`config.mk`:
```
export PLATFORM = sky130hd
export DESIGN_NAME = uart_tx_arbiter
export DESIGN_NICKNAME = d
export VERILOG_FILES = /design/src/rtl/uart_tx_arbiter.sv
export SDC_FILE = /design/constraint.sdc
export NUM_CORES = 1
export LEC_CHECK = 0
export ABC_CLOCK_PERIOD_IN_PS = 4230
export BUFFER_PORTS_ARGS = -buffer_cell sky130_fd_sc_hd__buf_4
export CORE_ASPECT_RATIO = 0.9
export CORE_MARGIN = 2
export CORE_UTILIZATION = 35
export DETAILED_ROUTE_END_ITERATION = 12
export GPL_ROUTABILITY_DRIVEN = 0
export GPL_TIMING_DRIVEN = 0
export HOLD_SLACK_MARGIN = 0.15
export PLACE_DENSITY = 0.59
export SYNTH_ARGS = -nofsm -noshare
export SYNTH_HDL_FRONTEND = slang
export SYNTH_SLANG_ARGS = --single-unit
```
`constraint.sdc`:
```
create_clock -name i_clk -period 4.23 [get_ports i_clk]
set_clock_uncertainty 0.1 [all_clocks]
set_input_delay 0.846 -clock i_clk [delete_from_list [all_inputs] [get_ports i_clk]]
set_output_delay 0.846 -clock i_clk [all_outputs]
set_load 0.05 [all_outputs]
```
`src/rtl/uart_tx_arbiter.sv`:
```
// Round-robin arbiter sharing one UART transmitter among NREQ byte requesters.
// A grant registers byte and index, pulses ack+tx_start for one cycle, then waits for tx_done or a timeout.
module uart_tx_arbiter #(
  parameter  int NREQ    = 4,
  parameter  int DATA_W  = 8,
  parameter  int TIMEOUT = 4096,
  localparam int GW      = (NREQ > 1) ? $clog2(NREQ) : 1
) (
  input  logic                   i_clk,
  input  logic                   i_rst,
  input  logic [NREQ-1:0]        i_req,
  input  logic [NREQ*DATA_W-1:0] i_req_data,
  output logic [NREQ-1:0]        o_ack,
  output logic                   o_tx_start,
  output logic [DATA_W-1:0]      o_tx_data,
  input  logic                   i_tx_busy,
  input  logic                   i_tx_done,
  output logic [GW-1:0]          o_grant_id,
  output logic                   o_active,
  output logic                   o_err,
  input  logic                   i_err_clr
);

  localparam int CW = (TIMEOUT > 1) ? $clog2(TIMEOUT) : 1;
  localparam logic [CW-1:0] TMO_LAST = CW'(TIMEOUT - 1);
  localparam logic [GW:0]   NREQ_W   = (GW+1)'(NREQ);
  localparam logic [GW-1:0] LAST_ID  = GW'(NREQ - 1);

  typedef enum logic [1:0] {S_IDLE = 2'd0, S_START = 2'd1, S_WAIT = 2'd2} state_t;

  state_t              r_state;
  state_t              w_state_nxt;
  logic [GW-1:0]       r_rr_ptr;
  logic [GW-1:0]       r_grant_id;
  logic [DATA_W-1:0]   r_tx_data;
  logic [CW-1:0]       r_tmo_cnt;
  logic                r_err;

  logic                w_found;
  logic [GW-1:0]       w_sel;
  logic [GW:0]         w_cand_sum;
  logic [GW-1:0]       w_cand;
  logic [DATA_W-1:0]   w_sel_data;
  logic                w_grant;
  logic                w_wait_end;
  logic                w_timeout;

  // First pending requester at or above rr_ptr, wrapping at NREQ.
  always_comb begin
    w_found    = 1'b0;
    w_sel      = '0;
    w_cand_sum = '0;
    w_cand     = '0;
    for (int i = 0; i < NREQ; i++) begin
      w_cand_sum = {1'b0, r_rr_ptr} + (GW+1)'(i);
      if (w_cand_sum >= NREQ_W) begin
        w_cand_sum = w_cand_sum - NREQ_W;
      end
      w_cand = w_cand_sum[GW-1:0];
      if (!w_found && i_req[w_cand]) begin
        w_found = 1'b1;
        w_sel   = w_cand;
      end
    end
  end

  always_comb begin
    w_sel_data = '0;
    for (int i = 0; i < NREQ; i++) begin
      if (w_sel == GW'(i)) begin
        w_sel_data = i_req_data[i*DATA_W +: DATA_W];
      end
    end
  end

  always_ff @(posedge i_clk) begin
    if (i_rst) begin
      r_state <= S_IDLE;
    end else begin
      r_state <= w_state_nxt;
    end
  end

  always_comb begin
    w_state_nxt = r_state;
    w_grant     = 1'b0;
    w_wait_end  = 1'b0;
    w_timeout   = 1'b0;
    case (r_state)
      S_IDLE: begin
        if (w_found && !i_tx_busy) begin
          w_state_nxt = S_START;
          w_grant     = 1'b1;
        end
      end
      S_START: w_state_nxt = S_WAIT;
      S_WAIT: begin
        if (i_tx_done) begin
          w_state_nxt = S_IDLE;
          w_wait_end  = 1'b1;
        end else if (r_tmo_cnt == TMO_LAST) begin
          w_state_nxt = S_IDLE;
          w_wait_end  = 1'b1;
          w_timeout   = 1'b1;
        end
      end
      default: w_state_nxt = S_IDLE;
    endcase
  end

  always_ff @(posedge i_clk) begin
    if (i_rst) begin
      r_rr_ptr   <= '0;
      r_grant_id <= '0;
      r_tx_data  <= '0;
      r_tmo_cnt  <= '0;
      r_err      <= 1'b0;
    end else begin
      if (w_grant) begin
        r_grant_id <= w_sel;
        r_tx_data  <= w_sel_data;
      end
      if (w_wait_end) begin
        r_rr_ptr <= (r_grant_id == LAST_ID) ? '0 : r_grant_id + 1'b1;
      end
      if (r_state == S_WAIT && !w_wait_end) begin
        r_tmo_cnt <= r_tmo_cnt + 1'b1;
      end else begin
        r_tmo_cnt <= '0;
      end
      // A timeout on the same edge as err_clr keeps the flag set.
      if (w_timeout) begin
        r_err <= 1'b1;
      end else if (i_err_clr) begin
        r_err <= 1'b0;
      end
    end
  end

  always_comb begin
    o_tx_start = (r_state == S_START);
    o_active   = (r_state != S_IDLE);
    o_ack      = '0;
    if (r_state == S_START) begin
      o_ack[r_grant_id] = 1'b1;
    end
  end

  assign o_tx_data  = r_tx_data;
  assign o_grant_id = r_grant_id;
  assign o_err      = r_err;

endmodule

```
==> results of run 1 <==
## metrics by stage
| stage | total power (W) | area [sq um] | hold slack [ps] | worst slack (ps) | utilization |
|---|---|---|---|---|---|
| after global placement | 0.000423 | 1920 | 353 | 1920 | 0.481 |
| final | 0.000563 | 1960 | 385 | 1950 | 0.492 |
| after floorplan | 0.000365 | 1430 | 338 | 1580 | - |
| after CTS | 0.000572 | 1960 | 394 | 1950 | 0.492 |
| after detailed placement | 0.000426 | 1920 | 372 | 1900 | 0.481 |
| after global routing | 0.000594 | 1960 | 418 | 1850 | 0.492 |
## synthesized netlist by cell type
cell and instances:
dfxtp_1 27, mux2i_1 19, nor2_1 16, nand3b_1 9, o221ai_1 8, xor2_1 8, a21oi_1 5, and3_1 5
ha_1 5, inv_1 5, nand2_1 5, nand2b_1 5, nand3_1 5, and2_1 4, buf_2 2, buf_6 2
nor2_4 2, nor2b_1 2, nor3_1 2, or2_1 2, xnor2_1 2, a2bb2oi_1 1, and2b_1 1, and4_1 1
clkbuf_1 1, nor4_1 1, o211ai_1 1, o21a_1 1, o21ai_0 1, o22ai_1 1, o31ai_1 1, or3_1 1
or3_4 1
## layer usage
metal / global-route usage / wire length, um / vias to the layer above
li1: - / - / 658
met1: 0.186 / 1540 / 600
met2: 0.251 / 1620 / 30
met3: 0.0342 / 163 / 2
met4: 0.0495 / 35 / 0
met5: 0 / 0 / -
## final timing paths
kind | start | endpoint | slack [ps] | depth (start not counted)
setup / recovery | r_state[0] | o_ack[3] | 1950 | 3
hold / removal | r_tmo_cnt[0] | r_tmo_cnt[0] | 390 | 1
setup reg to reg | r_rr_ptr[1] | o_tx_data[7] | 2410 | 6
hold reg to reg | r_tmo_cnt[0] | r_tmo_cnt[0] | 390 | 1
## worst max-delay path, stage by stage, from the launching register on
cell and delay (ps):
dfxtp_1 350, nor2b_1 330, and2_1 190, buf_4 190
## cells by family (layout without fill, tap and decap cells)
| kind of cell | count (synthesis) | count (layout) | synth area share |
|---|---|---|---|
| AO/OA/AOI/OAI | 19 | 19 | 0.0962 |
| XOR/XNOR | 10 | 10 | 0.0612 |
| adder cells (fa/ha/maj) | 5 | 5 | 0.0437 |
| buffers and inverters | 10 | 71 | 0.0385 |
| flip-flops | 27 | 27 | 0.378 |
| multiplexers | 19 | 19 | 0.133 |
| AND/OR/NAND/NOR | 62 | 62 | 0.249 |
## state kept, by name (all words and copies together) (netlist names)
signal / cells
r_tmo_cnt: 12
o_err: 1
r_state: 2
r_rr_ptr: 2
o_tx_data: 8
o_grant_id: 2
## cell type report
type                            instances  area, sq um  area share
Multi-Input combinational cell        115          835       0.425
Sequential cell                        27          541       0.275
Timing Repair Buffer                   57          428       0.218
Tap cell                               48         60.1      0.0306
Clock buffer                            4         45.0      0.0229
Buffer                                  5         36.3      0.0185
Inverter                                5         18.8     0.00956
## power breakdown
part	internal, W	switching, W
sequential	0.000264	0.00000704
clock	0.0000674	0.0000774
combinational	0.0000655	0.0000817
==> results.ini, run 1 <==
[route]
routedWlPerCell_um=12.9
first_iter_violations=35
drc_errors=0
drtAntennaViolNets=0
vias=1290
totalWireLength_um=3360
vias_per_cell=4.94
drtPass1Iterations=4

[die]
die_area_sq_um=4610
die_w_um=71.4
ios=58
rows=22
die_h_um=64.6
core_sq_um=3990
initial_utilization=0.358

[grt]
grt_max_degree=15
grt_pass1_wl_um=5560
grtUsageTotal=0.149
grt-ovfl-total=0
grt_antenna_before_repair=0
grt_pass1_vias=1270

[cells_and_area]
final_layout_size_suffix_gt1_frac=0.315
stdcell_count=261
antennaDiodeCount=0
final_common_cell=buf_4
layout_common_cells=buf_4, dfxtp_1, mux2i_1
nNetsFinal=260
areaGrowthSynthToFinish_pct=37.3
nFillCells=386

[worst_setup_path]
worstSetupPathType=flop to output pin
crit_fanout=6
worstPathArrival_ps=1330
worstSetupEndpointType=output pin
setup.worst_path.start_class=flop
crit_required_ps=3280

[timing]
clock.fmax_mhz=439
finalSetupViolCount=0
min_period_over_period=0.538
hold_violations=0
maxSlewHeadroom=0.760
maxSlewViolCount=0
finalCriticalPeriod_ps=2280
setup_tns_ps=0
rsz0062_at_grt=false
worst_pin_slew_ps=360

[run]
drv_cap=0

[place]
port-buffer-count=57
placed_cells=257
hpwl_um=2720

[yosys]
synth_area_leaders=dfxtp_1, mux2i_1, o221ai_1, xor2_1, nand3b_1
synth-seq-cells=27
yosys.area.top_type=dfxtp_1
synthDistinctLibCells=33
synth_cells=152
syn_area_sq_um=1430
yosysWarnings=0
synthesis.nets=198
seq_area_frac_synth=0.378
synth_top_cell_area_share=0.378
syn_avg_cell_area_sq_um=9.41

[clock_network]
clk_pin_slew_ps=90
post_cts_buffers=0
cts_buffers=3
postCtsHoldBufs=0
tritoncts=done
clk_latency_ps=270
htreeDepth=1
cts_root_buffer=clkbuf_8
ctsLongestPathBuffers=2
clock_sinks=27
cts_resized=0

[pwr]
p_per_area_nw_per_um2=287
leakagePower_nw=0.851
ir_worst_vdd_mv=0.150

[run_status]
status=complete, no violations

[worst_hold_path]
hp-class=flop to flop

(Power assumes the default switching activity.)
==> run 2: changes to the inputs <==
--- a/config.mk
+++ b/config.mk
@@ -5,7 +5,7 @@
 export SDC_FILE = /design/constraint.sdc
 export NUM_CORES = 1
 export LEC_CHECK = 0
-export ABC_CLOCK_PERIOD_IN_PS = 4230
+export ABC_CLOCK_PERIOD_IN_PS = 2200
 export BUFFER_PORTS_ARGS = -buffer_cell sky130_fd_sc_hd__buf_4
 export CORE_ASPECT_RATIO = 0.9
 export CORE_MARGIN = 2
==> constraint.sdc (replaced) <==
create_clock -name i_clk -period 2.2 [get_ports i_clk]
set_clock_uncertainty 0.1 [all_clocks]
set_input_delay 0.44 -clock i_clk [delete_from_list [all_inputs] [get_ports i_clk]]
set_output_delay 0.44 -clock i_clk [all_outputs]
set_load 0.05 [all_outputs]
==> run 2 against run 1 <==
Effect of this change:
- cell count did not move
- combinational power rose by 94%
- wire length grew 4.1%
- critical path depth grew 1
==> results.ini, run 2 (synthesis results as in run 1) <==
[cells_and_area]
stdcell_count=261
antennaDiodeCount=0
final_layout_size_suffix_gt1_frac=0.319
top_register=r_tmo_cnt
largest_reg_flops=12
layout_common_cells=buf_4, dfxtp_1, mux2i_1
areaGrowthSynthToFinish_pct=37.4
final_common_cell=buf_4
nNetsFinal=260
nFillCells=387

[timing]
maxSlewViolCount=0
rsz0062_at_grt=false
setup_tns_ps=0
clock.fmax_mhz=544
maxSlewHeadroom=0.720
finalSetupViolCount=0
finalCriticalPeriod_ps=1840
min_period_over_period=0.836
hold_violations=0
worst_pin_slew_ps=420

[pwr]
p_per_area_nw_per_um2=551
fin_total_pwr_w=0.00108
ir_worst_vdd_mv=0.337
leakagePower_nw=0.851

[clock_network]
ctsLongestPathBuffers=2
tritoncts=done
htreeDepth=1
cts_resized=0
postCtsHoldBufs=0
cts_buffers=3
clk_pin_slew_ps=90
post_cts_buffers=0
cts_root_buffer=clkbuf_8
clock_sinks=27
clk_latency_ps=270

[die]
die_area_sq_um=4610
initial_utilization=0.358
core_sq_um=3990
die_h_um=64.6
rows=22
ios=58
die_w_um=71.4

[worst_setup_path]
crit_fanout=6
crit_required_ps=1660
setup.worst_path.start_class=flop
rrSetupSlack_ps=360
worstSetupPathType=flop to output pin
worstSetupEndpointType=output pin
worstPathArrival_ps=1300

[grt]
met1_usage=0.199
top_usage_layer=met2
grt_pass1_wl_um=5930
grt_pass1_vias=1337
grt_antenna_before_repair=0
met3_usage=0.0249
grtUsageTotal=0.156
grt-ovfl-total=0
grt_max_degree=15
met2_usage=0.272

[run_status]
status=complete, no violations

[route]
vias_per_cell=5.09
drtPass1Iterations=4
vias=1328
drtAntennaViolNets=0
drc_errors=0
first_iter_violations=34
routedWlPerCell_um=13.4
totalWireLength_um=3500

[run]
drv_cap=0

[place]
hpwl_um=2790
placed_cells=257
port-buffer-count=57

[worst_hold_path]
hp-class=input pin to flop

==> run 2: worst max-delay path, stage by stage (launching register included) <==
cell and delay (ps):
dfxtp_1 430, inv_1 90, ha_1 200, and2_1 130, buf_4 180
==> run 2: layer usage <==
| layer | wire length, um | vias to the layer above |
|---|---|---|
| met5 | 0 | - |
| met4 | 19 | 0 |
| met3 | 202 | 2 |
| met2 | 1700 | 41 |
| met1 | 1570 | 626 |
| li1 | - | 659 |
==> run 2: area by class of cell <==
class | count | area [sq um] | area share
repair buffers | 57 | 428 | 0.218
well taps | 48 | 60.1 | 0.0306
inverters | 5 | 18.8 | 0.00955
multi-input cells | 115 | 837 | 0.426
clock buffers | 4 | 45.0 | 0.0229
flip-flops and latches | 27 | 541 | 0.275
plain buffers | 5 | 36.3 | 0.0185
==> run 2: stage by stage <==
stage,setup WS [ps],hold slack [ps],area [sq um],utilization
2_1_floorplan,283,338,1430,-
3_3_place_gp,297,353,1920,0.481
3_5_place_dp,279,367,1920,0.481
4_1_cts,333,297,1970,0.492
5_1_grt,183,308,1970,0.492
6_report,361,299,1970,0.492
==> run 2: power by group <==
group | total [W] | internal [W] | switching [W]
Combinational | 0.000285 | 0.000126 | 0.000158
Clock | 0.000277 | 0.000130 | 0.000148
Sequential | 0.000522 | 0.000508 | 0.0000136
Total | 0.00108 | 0.000764 | 0.000320
==> run 2: path summary, 6_finish.rpt <==
check | from | to | cells past startpoint
worst min register to register | r_tmo_cnt[0] | r_tmo_cnt[0] | 1
worst max-delay path | o_grant_id[0] | o_ack[0] | 4
worst max register to register | r_rr_ptr[1] | o_tx_data[2] | 6
worst min-delay path | i_rst | r_state[0] | 2
==> run 3: changes to the inputs <==
--- a/config.mk
+++ b/config.mk
@@ -5,7 +5,7 @@
 export SDC_FILE = /design/constraint.sdc
 export NUM_CORES = 1
 export LEC_CHECK = 0
-export ABC_CLOCK_PERIOD_IN_PS = 2200
+export ABC_CLOCK_PERIOD_IN_PS = 1850
 export BUFFER_PORTS_ARGS = -buffer_cell sky130_fd_sc_hd__buf_4
 export CORE_ASPECT_RATIO = 0.9
 export CORE_MARGIN = 2
==> constraint.sdc (replaced) <==
create_clock -name i_clk -period 1.85 [get_ports i_clk]
set_clock_uncertainty 0.1 [all_clocks]
set_input_delay 0.37 -clock i_clk [delete_from_list [all_inputs] [get_ports i_clk]]
set_output_delay 0.37 -clock i_clk [all_outputs]
set_load 0.05 [all_outputs]
==> run 3 against run 2 <==
Effect of this change:
- die area unchanged
- non-clock buffer count up 4
- largest power group unchanged
- sequential share of layout area down 0.41 points
- largest cell class unchanged
- register-to-register slack got worse by 240 ps
- sequential power rose by 19%
==> results.ini, run 3 (synthesis results as in run 1) <==
[cells_and_area]
stdcell_count=265
final_common_cell=buf_4
antennaDiodeCount=0
layout_common_cells=buf_4, dfxtp_1, mux2i_1
final_layout_size_suffix_gt1_frac=0.364
top_register=r_tmo_cnt
multi_input_area_sq_um=845
largest_reg_flops=12
final_area_sq_um=2010
nNetsFinal=264
seq_area_sq_um=544
areaGrowthSynthToFinish_pct=40.5
nFillCells=380

[worst_setup_path]
worstPathArrival_ps=1840
slowest_delay_ps=350
worstSetupPathType=flop to flop
worstSetupEndpointType=flop
crit_path_frequent_cell=and3_2
crit_fanout=10
path_buf_inv=1
crit_chain=ha_1 > and3_2 > and3_2 > or2_1 > clkbuf_4 > nor2_2
crit_family=simple AND/OR/NAND/NOR gates
setup.worst_path.start_class=flop
cp_slowest_cell=dfxtp_1
crit_required_ps=1960

[grt]
grtUsageTotal=0.156
grt_max_degree=15
grt_antenna_before_repair=0
grt_pass1_wl_um=5930
grt_pass1_vias=1337
grt-ovfl-total=0

[clock_network]
tritoncts=done
ctsLongestPathBuffers=2
cts_root_buffer=clkbuf_8
clk_pin_slew_ps=90
cts_buffers=3
clock_sinks=27
clk_latency_ps=270
htreeDepth=1

[pwr]
p_per_area_nw_per_um2=647
leakagePower_nw=0.874
ir_worst_vdd_mv=0.397

[die]
die_w_um=71.4
initial_utilization=0.358
rows=22
core_sq_um=3990
die_area_sq_um=4610
ios=58
die_h_um=64.6

[run_status]
status=complete, no violations

[timing]
maxSlewHeadroom=0.725
setup_tns_ps=0
maxSlewViolCount=0
hold_violations=0
worst_pin_slew_ps=412
finalCriticalPeriod_ps=1730
finalSetupViolCount=0
min_period_over_period=0.935
clock.fmax_mhz=578

[route]
vias=1326
first_iter_violations=21
drc_errors=0
routedWlPerCell_um=13.2
totalWireLength_um=3500
vias_per_cell=5.00
drtAntennaViolNets=0
drtPass1Iterations=6

[place]
hpwl_um=2790
port-buffer-count=57
placed_cells=257
dpl_cell_area_sq_um=1920

[worst_hold_path]
hp-class=input pin to flop

[run]
drv_cap=0

[run 3: worst register-to-register path: cells and delay by family (launching register included)]
kind / cells / cell delay (ps)
buf+inv: 1 / 190
simple gates: 4 / 780
fa+ha+maj: 1 / 240
flops: 1 / 350
[run 3: through the flow]
stage          worst slack, ps   util  hold slack (ps)  total power (W)
6_report                   120  0.503              235          0.00130
3_5_place_dp             -1.44  0.481              367         0.000975
3_3_place_gp              16.7  0.481              353         0.000968
2_1_floorplan             2.95      -              338         0.000835
4_1_cts                   6.39  0.492              227          0.00131
5_1_grt                  -5.82  0.503              241          0.00136
[run 3: where the power goes]
group	total (W)	switching (W)	internal [W]
Clock	0.000329	0.000175	0.000154
Combinational	0.000350	0.000191	0.000159
Sequential	0.000621	0.0000162	0.000605
Total	0.00130	0.000382	0.000918
[run 3: area by class of cell]
cell class	count	area share
Buffer	5	0.0193
Clock buffer	4	0.0224
Inverter	5	0.00934
Multi-Input combinational cell	115	0.420
Sequential cell	27	0.271
Tap cell	48	0.0299
Timing Repair Buffer	61	0.228
[run 3: layer usage]
layer | wire length (um) | global-route usage | vias to the layer above
met1 | 1620 | 0.199 | 628
met4 | 19 | 0.0401 | 0
met5 | 0 | 0 | -
met3 | 172 | 0.0249 | 2
li1 | - | - | 667
met2 | 1690 | 0.272 | 29
[run 3: final timing paths]
check,slack [ps],depth (start not counted),start,endpoint
worst min-delay path,240,2,i_rst,r_state[0]
worst max register to register,120,6,r_tmo_cnt[0],r_tmo_cnt[4]
worst min register to register,380,1,r_tmo_cnt[0],r_tmo_cnt[0]
worst max-delay path,120,6,r_tmo_cnt[0],r_tmo_cnt[4]
[run 3: repair_timing]
item / CTS / global route
buffers inserted: 0 / 4
resized for setup: 0 / 8
hold buffers: 0 / 0
setup endpoints to repair: 0 / 21
